### src/rtl/calc_op_sequencer.sv
// Calculator operation sequencer: add/sub complete locally, mul/div/sqrt are
// dispatched to shared units through an INIT/DONE handshake with a timeout.
module calc_op_sequencer #(
  parameter int WIDTH   = 16,
  parameter int TIMEOUT = 255
) (
  input  logic             clk_i,
  input  logic             rst_i,
  input  logic             start_i,
  input  logic [2:0]       op_i,
  input  logic [WIDTH-1:0] a_i,
  input  logic [WIDTH-1:0] b_i,
  output logic             busy_o,
  output logic             valid_o,
  output logic             err_o,
  output logic [WIDTH-1:0] result_o,
  output logic [WIDTH-1:0] opa_o,
  output logic [WIDTH-1:0] opb_o,
  output logic             init_mul_o,
  output logic             init_div_o,
  output logic             init_raiz_o,
  input  logic             done_mul_i,
  input  logic             done_div_i,
  input  logic             done_raiz_i,
  input  logic [WIDTH-1:0] res_mul_i,
  input  logic [WIDTH-1:0] res_div_i,
  input  logic [WIDTH-1:0] res_raiz_i
);

  localparam int            CW   = (TIMEOUT > 0) ? $clog2(TIMEOUT + 1) : 1;
  localparam logic [CW-1:0] TMAX = CW'(TIMEOUT);

  localparam logic [2:0] OP_ADD  = 3'd0;
  localparam logic [2:0] OP_SUB  = 3'd1;
  localparam logic [2:0] OP_MUL  = 3'd2;
  localparam logic [2:0] OP_DIV  = 3'd3;
  localparam logic [2:0] OP_SQRT = 3'd4;

  typedef enum logic [2:0] {
    S_IDLE, S_DECODE, S_ARM, S_LAUNCH, S_WAIT, S_RESP
  } state_t;

  state_t           state_q, state_d;
  logic [2:0]       op_q, op_d;
  logic [WIDTH-1:0] opa_q, opa_d;
  logic [WIDTH-1:0] opb_q, opb_d;
  logic [WIDTH-1:0] result_q, result_d;
  logic [CW-1:0]    cnt_q, cnt_d;
  logic             err_q, err_d;

  logic             sel_done;
  logic [WIDTH-1:0] sel_res;
  logic             timeout;

  // Only the unit addressed by the latched opcode is ever listened to.
  always_comb begin
    sel_done = 1'b0;
    sel_res  = '0;
    case (op_q)
      OP_MUL:  begin sel_done = done_mul_i;  sel_res = res_mul_i;  end
      OP_DIV:  begin sel_done = done_div_i;  sel_res = res_div_i;  end
      OP_SQRT: begin sel_done = done_raiz_i; sel_res = res_raiz_i; end
      default: ;
    endcase
  end

  assign timeout = (cnt_q == TMAX);

  always_comb begin
    state_d  = state_q;
    op_d     = op_q;
    opa_d    = opa_q;
    opb_d    = opb_q;
    result_d = result_q;
    cnt_d    = cnt_q;
    err_d    = err_q;

    // Counter saturates at TIMEOUT so it can never wrap.
    if ((state_q == S_ARM || state_q == S_LAUNCH || state_q == S_WAIT) && !timeout)
      cnt_d = cnt_q + CW'(1);

    case (state_q)
      S_IDLE: begin
        if (start_i) begin
          op_d    = op_i;
          opa_d   = a_i;
          opb_d   = b_i;
          cnt_d   = '0;
          err_d   = 1'b0;
          state_d = S_DECODE;
        end
      end
      S_DECODE: begin
        case (op_q)
          OP_ADD: begin
            result_d = opa_q + opb_q;
            state_d  = S_RESP;
          end
          OP_SUB: begin
            result_d = opa_q - opb_q;
            state_d  = S_RESP;
          end
          OP_MUL, OP_SQRT: state_d = S_ARM;
          OP_DIV: begin
            if (opb_q == '0) begin
              err_d    = 1'b1;
              result_d = '0;
              state_d  = S_RESP;
            end else begin
              state_d = S_ARM;
            end
          end
          default: begin
            err_d    = 1'b1;
            result_d = '0;
            state_d  = S_RESP;
          end
        endcase
      end
      S_ARM: begin
        // A DONE still held from an earlier request must drop before relaunching.
        if (timeout) begin
          err_d    = 1'b1;
          result_d = '0;
          state_d  = S_RESP;
        end else if (!sel_done) begin
          state_d = S_LAUNCH;
        end
      end
      S_LAUNCH: state_d = S_WAIT;
      S_WAIT: begin
        if (timeout) begin
          err_d    = 1'b1;
          result_d = '0;
          state_d  = S_RESP;
        end else if (sel_done) begin
          result_d = sel_res;
          state_d  = S_RESP;
        end
      end
      S_RESP:  state_d = S_IDLE;
      default: state_d = S_IDLE;
    endcase
  end

  always_ff @(posedge clk_i) begin
    if (rst_i) begin
      state_q  <= S_IDLE;
      op_q     <= '0;
      opa_q    <= '0;
      opb_q    <= '0;
      result_q <= '0;
      cnt_q    <= '0;
      err_q    <= 1'b0;
    end else begin
      state_q  <= state_d;
      op_q     <= op_d;
      opa_q    <= opa_d;
      opb_q    <= opb_d;
      result_q <= result_d;
      cnt_q    <= cnt_d;
      err_q    <= err_d;
    end
  end

  assign busy_o      = (state_q != S_IDLE);
  assign valid_o     = (state_q == S_RESP);
  assign err_o       = valid_o & err_q;
  assign result_o    = result_q;
  assign opa_o       = opa_q;
  assign opb_o       = opb_q;
  assign init_mul_o  = (state_q == S_LAUNCH) && (op_q == OP_MUL);
  assign init_div_o  = (state_q == S_LAUNCH) && (op_q == OP_DIV);
  assign init_raiz_o = (state_q == S_LAUNCH) && (op_q == OP_SQRT);

endmodule

### config.mk
export PLATFORM = sky130hd
export DESIGN_NAME = calc_op_sequencer
export DESIGN_NICKNAME = d
export VERILOG_FILES = /design/src/rtl/calc_op_sequencer.sv
export SDC_FILE = /design/constraint.sdc
export NUM_CORES = 1
export LEC_CHECK = 0
export ABC_AREA = 1
export BUFFER_PORTS_ARGS = -buffer_cell sky130_fd_sc_hd__clkbuf_2
export CAP_MARGIN = 30
export CORE_MARGIN = 8
export CORE_UTILIZATION = 56
export CTS_CLUSTER_DIAMETER = 40
export DETAILED_ROUTE_END_ITERATION = 6
export PLACE_DENSITY = 0.89
export SLEW_MARGIN = 30
export SYNTH_ARGS = -nofsm -noshare
export SYNTH_HDL_FRONTEND = slang
export SYNTH_SLANG_ARGS = --single-unit
### constraint.sdc
create_clock -name clk_i -period 6.3 [get_ports clk_i]
set_input_delay 1.26 -clock clk_i [delete_from_list [all_inputs] [get_ports clk_i]]
set_output_delay 1.26 -clock clk_i [all_outputs]
set_load 0.05 [all_outputs]
* Yosys cells after proc, flatten, opt, wreduce, memory -nomap -nowiden *
Index checks and enable logic that the tools add are counted.

word-level totals
  output and inout bits = 54
  word-level logic and storage cells = 73
  input port bits = 89
  register bits after elaboration = 63

cells by class
  bitwise gates (word level) = 1
  equality and inequality tests = 18
  multiplexer cells = 24
  reductions and logical operators = 20
  add/subtract/negate cells = 3

operators with widths
  kind                 count
  $pmux 16 s3          2
  $mux 16              4
  $pmux 16 s4          1
  $mux 8               3
  $mux 3               6
  $add 16x16->16       1
  $logic_not 16->1     1
  $sub 16x16->16       1
  $pmux 3 s5           1
  $eq 3x2->1 const B   4
  $reduce_and 5->1     2
  $eq 3x3->1 const B   3
  $ne 3x3->1 const B   3
  $reduce_bool 3->1    3
  $add 8x1->8 const B  1
  $eq 8x8->1 const B   1
  $ne 2x2->1 const B   4
  $eq 3x1->1 const B   2
  $logic_not 3->1      2
  $pmux 1 s3           2
  $pmux 3 s2           1
  $logic_and 1x1->1    4
  $reduce_or 2->1      2
  $reduce_or 4->1      1
  other kinds (8)      11

* Depth between registers and ports, before layout *
Gate-level depths: netlist of the first run.

  word-level depth = 7
  depth in mapped cells = 20
  depth with buffers taken out = 20

* Least setup slack after synthesis of the first run *
No wires, ideal clock.

  kind = register to output
  start = register op_q[0]
  end = output init_div_o
  arrival time = 2,314 ps
  required time = 5,040 ps
  path slack = 2,726 ps
  buffers on the path = 2
  cell stages (with the launch flop) = 5
  path through = dfxtp_1 -> inv_2 -> buf_6 -> clkbuf_1 -> nor4_1

on the way
  cells in the longest elaborated chain, start to end = 2

RTL lines
  element                 RTL line  text
  from (decl)             44        logic [2:0] op_q, op_d;
  from (signal assigned)  157       op_q <= op_d;
  $eq 3x2->1              173       assign init_div_o = (state_q == S_LAUNCH) && (op_q == OP_DIV);
  $logic_and 1x1->1       173
  to (decl)               20        output logic init_div_o,

Every way passes these cells.

* Final worst setup path of the first run *
  start = register op_q[2]
  end = register result_q[7], in the netlist result_o[7]

on the way
  cells in the longest elaborated chain, start to end = 5
  elaborated cells between the ends (all ways) = 16
  classes of those cells = eq/ne: 7; mux: 6; reduce/logical: 3

RTL lines
  element                                          RTL line  text
  $eq 3x3->1 / $eq 3x2->1 (equally long branches)  59, 94
  $pmux 16 s3                                      59        case (op_q)
  $mux 16                                          136       end else if (sel_done) begin
  $mux 16                                          132       if (timeout) begin
  $pmux 16 s3                                      82        case (state_q)
  to (signal assigned)                             160       result_q <= result_d;
  to (decl)                                        47        logic [WIDTH-1:0] result_q, result_d;

Parallel ways exist; a longest one is shown, timed or not. The select of a mux whose other input is x is not followed.
A chain may end at the register's enable or synchronous reset.

==> impl_metrics.yaml, run 1 <==
run_status:
  outcome: "finished clean"
die:
  die_y_um: 104.5
  pin_count: 143
  die_w_um: 104.5
  start_util_pct: 57.35
  num_rows: 32
  die_area_um2: 10920
  core_um2: 7647
layout:
  layout-drive-gt1-share_pct: 20.40
  layout_commonest_cell: "nand2_1"
  nets: 946
  layout_common_cells: "nand2_1 (178), clkbuf_2 (142), nor2_1 (94)"
  stdcell_area_um2: 5308
  num-fill-cells: 706
  area_growth_pct: 21.03
  antenna_cells: 0
sta:
  fin_crit_ns: 3.397
  setup_viol: 0
  rsz0062_at_grt: "no"
  hold_viol: 0
  skew_ns: 0.009136
  fin_setup_tns_ns: 0
  max_clock_freq_mhz: 294.3
  worstMarginPinSlew_ns: 0.8661
  drv_slew: 0
  period_share_pct: 53.93
  relSlewSlack_pct: 41.90
critical_path:
  end_kind: "flip-flop"
  cp-start-kind: "flip-flop"
  cp.required_ns: 6.54
  slowest_delay_ns: 0.85
  worstSetupPathType: "reg2reg"
  path_max_fanout: 22
  cp_slowest_cell: "dfxtp_1"
  reg2reg_depth: 15
  worst_ep_arrival_time_ns: 3.63
  path_cells: "nor2_1 > nand2_2 > inv_1 > o21ai_0 > xor2_1 > inv_1 > ha_1 > nand2_1 > inv_1 > a21oi_1 > nand2_1 > o21ai_0 > nand2_1 > nor2_1 > nor2_1"
global_routing:
  gr-total-overflow: 0
  grt_pass1_vias: 4913
  antenna_found_initial: 0
  grt_max_degree: 55
  grt_usage_pct: 24.76
  grt_pass1_wl_mm: 22.60
routing:
  drc_errors: 0
  drt_wl_total_mm: 13.82
  drt_iter0_markers: 287
  viasPerCell: 5.392
  drtAntennaViolNets: 0
  firstDrtPassIters: 4
  num_vias: 5095
  detail_route.wl_per_cell_um: 14.63
clock_tree:
  postCtsHoldBufs: 0
  path_clk_slew_ns: 0.07
  worstSkewPairLatency_ns: 0.35
  cts_resized: 0
  cts_setup_buffers: 0
  cts_tree: "built"
  clock-sinks: 63
  cts_buffer_depth: 2
  htree_levels: 3
  cts_root_buf: "clkbuf_8"
  cts_buffers: 9
logic_synthesis:
  syn_inst: 713
  ys_ff_latch: 63
  synth_fp_nets: 820
  yosysUniqueCellTypes: 34
  yosysWarningCount: 0
  netlist_area_um2: 4385
  yosysTopAreaCellShare_pct: 28.76
  synth.area.top_cells: "dfxtp_1 (29%), nand2_1 (15%), nand3_1 (8.2%)"
  yosysTopAreaCell: "dfxtp_1"
  syn_area_per_cell_um2: 6.151
  synth-seq-area-share_pct: 28.76
placement:
  placed_area_um2: 5077
  portBuffers: 142
  detailed_place_hpwl_mm: 10.84
  place_congestion: 0.9102
power_and_ir_drop:
  ir_worst_vdd_uv: 387.4
  p_leak_nw: 2.721
  p_per_area_nw_per_um2: 591.6
  p_total_w: 0.003140
job:
  cap_violations: 0
min_path:
  hold_path.class: "reg2reg"
  holdPathStages: 2
final cells by class:
| type | count | area, um^2 | share of cell area, % |
|---|---|---|---|
| clock inverters | 3 | 65.06 | 1.226 |
| well taps | 102 | 127.6 | 2.405 |
| multi-input cells | 541 | 2670 | 50.31 |
| clock buffers | 12 | 165.2 | 3.112 |
| inverters | 82 | 307.8 | 5.799 |
| repair buffers | 142 | 710.7 | 13.39 |
| flip-flops and latches | 63 | 1261 | 23.76 |
worst max-delay path, delay by kind of cell (launching register included):
kind	cells	cell delay, ns
buffers and inverters	3	0.27
AND/OR/NAND/NOR	7	0.98
adder cells (fa/ha/maj)	1	0.34
XOR/XNOR	1	0.17
AO/OA/AOI/OAI	3	0.67
flip-flops	1	0.85
worst paths after layout:
path,start,slack (ns),to
worst max-delay path,op_q[2]$_SDFFE_PP0P_,2.90,result_o[7]$_SDFFE_PP0P_
worst max register to register,op_q[2]$_SDFFE_PP0P_,2.90,result_o[7]$_SDFFE_PP0P_
worst min register to register,cnt_q[5]$_SDFF_PP0_,0.49,cnt_q[5]$_SDFF_PP0_
worst min-delay path,cnt_q[5]$_SDFF_PP0_,0.49,cnt_q[5]$_SDFF_PP0_
sequential cells by signal, summed over array words and instances, names as in the netlist:
register / cells
result_o: 16
op_q: 3
state_q: 3
err_q: 1
cnt_q: 8
opb_o: 16
opa_o: 16
report_power, final:
group          internal, W  total, W  switching [W]
clock             0.000252  0.000415       0.000162
sequential        0.000509  0.000626       0.000117
combinational     0.000598   0.00210        0.00150
stage by stage:
stage	std cells	worst slack [ns]	hold slack, ns	util (%)
floorplan	713	2.726	0.4325	-
global placement	930	3.023	0.4550	66.39
detailed placement	930	2.988	0.4689	66.39
CTS	945	2.963	0.4797	69.40
global route	945	2.563	0.5140	69.40
finish	945	2.903	0.4878	69.40
kinds of logic after synthesis:
| group | share of synthesized area, % |
|---|---|
| xor+xnor | 3.195 |
| buf+inv | 10.36 |
| simple gates | 38.57 |
| fa+ha+maj | 5.307 |
| compound gates | 13.81 |
| flops | 28.76 |
routing by layer:
| metal | vias up | track usage, % | wire [um] |
|---|---|---|---|
| met5 | - | 0 | 0 |
| met4 | 0 | 9.204 | 264 |
| met3 | 30 | 6.072 | 931 |
| met2 | 195 | 42.26 | 6870 |
| met1 | 2285 | 29.16 | 5755 |
| li1 | 2585 | - | - |
cell usage after synthesis, drive strengths merged:
cell    instances
nand3          73
a41oi           1
nand4          19
inv            82
nor4            1
a21o            1
a31oi           5
ha             17
nor3           13
and2            3
nor2           97
xor2           16
a21oi          56
nand3b          2
nor3b           2
buf            16
dfxtp          63
o21ai          50
nand2         181
o21bai          2
fa              1
clkbuf         11
o221ai          1
No activity file was read; power rests on OpenSTA's default activity.
==> run 2, diff against run 1 <==
- CORE_UTILIZATION: 56 -> 47
- PLACE_DENSITY: 0.89 -> 0.8
- clock period: 6.3 -> 2.9 ns (I/O delays scaled with it)
==> impl_metrics.yaml, run 2 (same netlist as run 1, synthesis figures left out) <==
layout:
  layout_commonest_cell: "nand2_1"
  stdcell_area_um2: 5440
  num-fill-cells: 898
  layout_common_cells: "nand2_1 (177), clkbuf_2 (142), nor2_1 (89)"
  antenna_cells: 0
  final_util_pct: 59.44
  area_growth_pct: 24.05
  nets: 953
  layout-drive-gt1-share_pct: 22.80
critical_path:
  end_kind: "flip-flop"
  path_max_fanout: 10
  cp-start-kind: "flip-flop"
  cp.required_ns: 3.14
  worst_ep_arrival_time_ns: 2.91
  worstSetupPathType: "reg2reg"
job:
  cap_violations: 0
routing:
  num_vias: 4960
  drtAntennaViolNets: 0
  firstDrtPassIters: 5
  detail_route.wl_per_cell_um: 14.22
  drc_errors: 0
  viasPerCell: 5.156
  drt_iter0_markers: 222
  drt_wl_total_mm: 13.68
sta:
  skew_ns: 0.01157
  setup_viol: 0
  hold_viol: 0
  period_share_pct: 91.98
  relSlewSlack_pct: 68.37
  fin_crit_ns: 2.667
  drv_slew: 0
  max_clock_freq_mhz: 374.9
  worstMarginPinSlew_ns: 0.4744
  rsz0062_at_grt: "yes"
power_and_ir_drop:
  ir_worst_vdd_uv: 600.5
  p_per_area_nw_per_um2: 1279
  p_leak_nw: 2.750
die:
  start_util_pct: 47.92
  die_w_um: 112.6
  pin_count: 143
  die_y_um: 112.6
  die_area_um2: 12680
  core_um2: 9153
  num_rows: 35
placement:
  portBuffers: 142
  detailed_place_hpwl_mm: 10.60
  placed_area_um2: 5141
  place_congestion: 0.9474
global_routing:
  grt_pass1_vias: 4671
  antenna_found_initial: 0
  grt_pass1_wl_mm: 22.01
  gr-total-overflow: 0
  grt_max_degree: 46
  grt_usage_pct: 21.04
clock_tree:
  cts_buffer_depth: 2
  htree_levels: 3
  cts_tree: "built"
  cts_buffers: 9
  postCtsHoldBufs: 0
  cts_resized: 0
  worstSkewPairLatency_ns: 0.36
  clock-sinks: 63
  cts_root_buf: "clkbuf_8"
  path_clk_slew_ns: 0.08
  cts_setup_buffers: 0
min_path:
  hold_path.class: "reg2reg"
run_status:
  outcome: "finished clean"
-- run 2: cell types whose count changed in the layout (fill, tap and decap cells not counted), moves of 2 or more --
cell and change:
clkbuf_8 -3, nor2_2 +5, ha_4 +3, buf_4 +7
nor2_1 -5, o21ai_0 -2, inv_2 +2, clkinv_4 +2
ha_1 -3, nor3_1 -2
-- run 2: routing by layer --
| metal | vias to the layer above | routed length [um] | GRT usage [%] |
|---|---|---|---|
| met3 | 18 | 957 | 5.797 |
| li1 | 2595 | - | - |
| met1 | 2208 | 5919 | 25.27 |
| met5 | - | 0 | 0 |
| met2 | 139 | 6599 | 36.03 |
| met4 | 0 | 201 | 5.396 |
-- run 2: report_power, final --
group	switching, W	internal (W)
clock network	0.000367	0.000490
logic	0.00335	0.00144
registers	0.000210	0.00111
total	0.00392	0.00304
-- run 2: per-stage QoR --
step	power [W]	std cells	setup slack, ns	TNS, ns	hold WS, ns
after global routing	0.007572	962	-0.04358	-0.07737	0.4670
after global placement	0.005826	946	0.1890	0	0.4581
after CTS	0.006752	962	0.03012	0	0.4665
after floorplan	0.004901	713	0.005671	0	0.4325
after detailed placement	0.005871	946	0.06398	0	0.4605
final	0.006959	962	0.2327	0	0.4731
-- run 2: worst paths after layout --
path | start | to | slack [ns] | cells past startpoint
max | op_q[2]$_SDFFE_PP0P_ | result_o[7]$_SDFFE_PP0P_ | 0.23 | 15
min | cnt_q[5]$_SDFF_PP0_ | cnt_q[5]$_SDFF_PP0_ | 0.47 | 2
max reg2reg | op_q[2]$_SDFFE_PP0P_ | result_o[7]$_SDFFE_PP0P_ | 0.23 | 15
min reg2reg | cnt_q[5]$_SDFF_PP0_ | cnt_q[5]$_SDFF_PP0_ | 0.47 | 2
-- run 2: critical path, stage by stage, from the launching register on --
cell     delay (ns)
dfxtp_1        0.31
nor2_1         0.22
nand2_2        0.22
inv_2          0.18
o21ai_0        0.11
xor2_1         0.14
inv_1          0.06
ha_1           0.35
nand2_1        0.14
inv_1          0.05
a21oi_1        0.14
nand2_1        0.15
o21ai_0        0.26
nand2_1        0.08
nor2_1         0.09
nor2_1         0.05
-- run 2: area by class of cell --
class                      count  area, um^2  share of cell area [%]
clock buffer                  10       127.6                   2.346
clock inverter                 6       93.84                   1.725
inverter                      82       307.8                   5.658
multi-input combinational    541        2748                   50.51
sequential                    63        1261                   23.18
tap                          111       138.9                   2.553
timing repair buffer         149       763.2                   14.03
==> run 3, diff against run 2 <==
- HOLD_SLACK_MARGIN: default -> 0.08
- SETUP_SLACK_MARGIN: default -> 0.5
==> impl_metrics.yaml, run 3 (same netlist as run 1, synthesis figures left out) <==
sta:
  skew_ns: 0.01279
  drv_slew: 0
  fin_crit_ns: 2.595
  rsz0062_at_grt: "yes"
  setup_viol: 0
  fin_setup_tns_ns: 0
  worstMarginPinSlew_ns: 0.4753
  max_clock_freq_mhz: 385.3
  relSlewSlack_pct: 68.32
  period_share_pct: 89.49
  hold_viol: 0
power_and_ir_drop:
  p_total_w: 0.008412
  p_per_area_nw_per_um2: 1401
  p_leak_nw: 2.952
  ir_worst_vdd_uv: 692.6
run_status:
  outcome: "finished clean"
layout:
  antenna_cells: 0
  area_growth_pct: 36.92
  nets: 973
  layout_commonest_cell: "nand2_1"
  layout-drive-gt1-share_pct: 32.95
  layout_common_cells: "nand2_1 (155), clkbuf_2 (142), nor2_1 (80)"
global_routing:
  grt_pass1_wl_mm: 23.41
  antenna_found_initial: 0
  grt_usage_pct: 22.15
  grt_pass1_vias: 4861
  grt_max_degree: 54
  gr-total-overflow: 0
clock_tree:
  cts_buffers: 9
  cts_buffer_depth: 2
  htree_levels: 3
  cts_tree: "built"
  worstSkewPairLatency_ns: 0.36
  clock-sinks: 63
  cts_root_buf: "clkbuf_8"
  path_clk_slew_ns: 0.08
routing:
  drtAntennaViolNets: 0
  drt_iter0_markers: 389
  routed.top_layer: "met4"
  met1Wirelength_mm: 6.204
  dr_wl_met3_mm: 1.052
  drc_errors: 0
  num_vias: 5305
  firstDrtPassIters: 7
  drt_wl_total_mm: 15.15
  detail_route.wl_per_cell_um: 15.42
  met2_length_mm: 7.509
  viasPerCell: 5.402
critical_path:
  worstSetupPathType: "reg2reg"
  end_kind: "flip-flop"
  worst_ep_arrival_time_ns: 2.84
  cp-start-kind: "flip-flop"
  path_max_fanout: 5
  slowest_delay_ns: 0.36
  cp_slowest_cell: "dfxtp_4"
  path_cells: "inv_4 > ha_4 > nand3_4 > nor3_4 > nand2_2 > o21ai_2 > xor2_1 > inv_1 > ha_4 > buf_6 > a21oi_4 > nor2_1 > nor2_2 > nand2_1 > a21oi_2 > nand2_1 > nand3_2 > a21oi_2"
  cp.required_ns: 3.14
placement:
  place_congestion: 0.9326
  portBuffers: 142
  detailed_place_hpwl_mm: 10.79
die:
  pin_count: 143
  num_rows: 35
  die_w_um: 112.6
  die_y_um: 112.6
  core_um2: 9153
  start_util_pct: 47.92
  die_area_um2: 12680
min_path:
  hold_path.class: "reg2reg"
job:
  cap_violations: 0
## run 3: per-layer routing
layer,global-route usage (%),vias to the layer above
met3,5.851,35
met4,5.665,0
met5,0,-
li1,-,2648
met2,37.47,190
met1,27.15,2432
## run 3: power by group
part | internal [W] | switching (W)
Sequential | 0.00112 | 0.000231
Clock | 0.000512 | 0.000379
Combinational | 0.00215 | 0.00403
Total | 0.00378 | 0.00464
## run 3: worst paths after layout
path	slack (ns)	endpoint	from	depth (start not counted)
min	0.47	cnt_q[5]$_SDFF_PP0_	cnt_q[5]$_SDFF_PP0_	2
max reg2reg	0.30	result_o[15]$_SDFFE_PP0P_	opb_o[0]$_SDFFE_PP0P_	18
min reg2reg	0.47	cnt_q[5]$_SDFF_PP0_	cnt_q[5]$_SDFF_PP0_	2
max	0.30	result_o[15]$_SDFFE_PP0P_	opb_o[0]$_SDFFE_PP0P_	18
## run 3: worst max-delay path, delay by kind of cell, from the launching register on
family | cells | cell delay, ns
AOI/OAI and AO/OA | 4 | 0.45
xor gates and xnor gates | 1 | 0.16
adders and majority gates | 2 | 0.42
buffers and inverters | 3 | 0.29
DFF | 1 | 0.36
and+or+nand+nor | 8 | 0.77
## run 3: what timing repair did
action | 4_1_cts | 5_1_grt
endpoints found under the setup margin | 11 | 15
hold buffers | 0 | 0
pin swaps | 20 | 45
cloned | 0 | 0
resized for setup | 35 | 71
setup buffers | 10 | 10
## run 3: stage by stage
| step | setup WS (ns) | util [%] | hold WS (ns) | area [um^2] | std cells |
|---|---|---|---|---|---|
| detailed placement | 0.2513 | 56.92 | 0.4590 | 5210 | 946 |
| floorplan | 0.5020 | - | 0.4325 | 4454 | 713 |
| CTS | 0.3890 | 61.67 | 0.4693 | 5644 | 972 |
| global placement | 0.2837 | 56.92 | 0.4586 | 5210 | 946 |
| finish | 0.3047 | 65.60 | 0.4667 | 6005 | 982 |
| global route | 0.1332 | 65.60 | 0.4788 | 6005 | 982 |
## run 3: cell type report
type	instances	area, um^2
flip-flops and latches	63	1276
repair buffers	169	937.1
clock inverters	6	90.09
well taps	111	138.9
multi-input cells	541	3107
inverters	82	317.8
fillers	797	3148
clock buffers	10	137.6
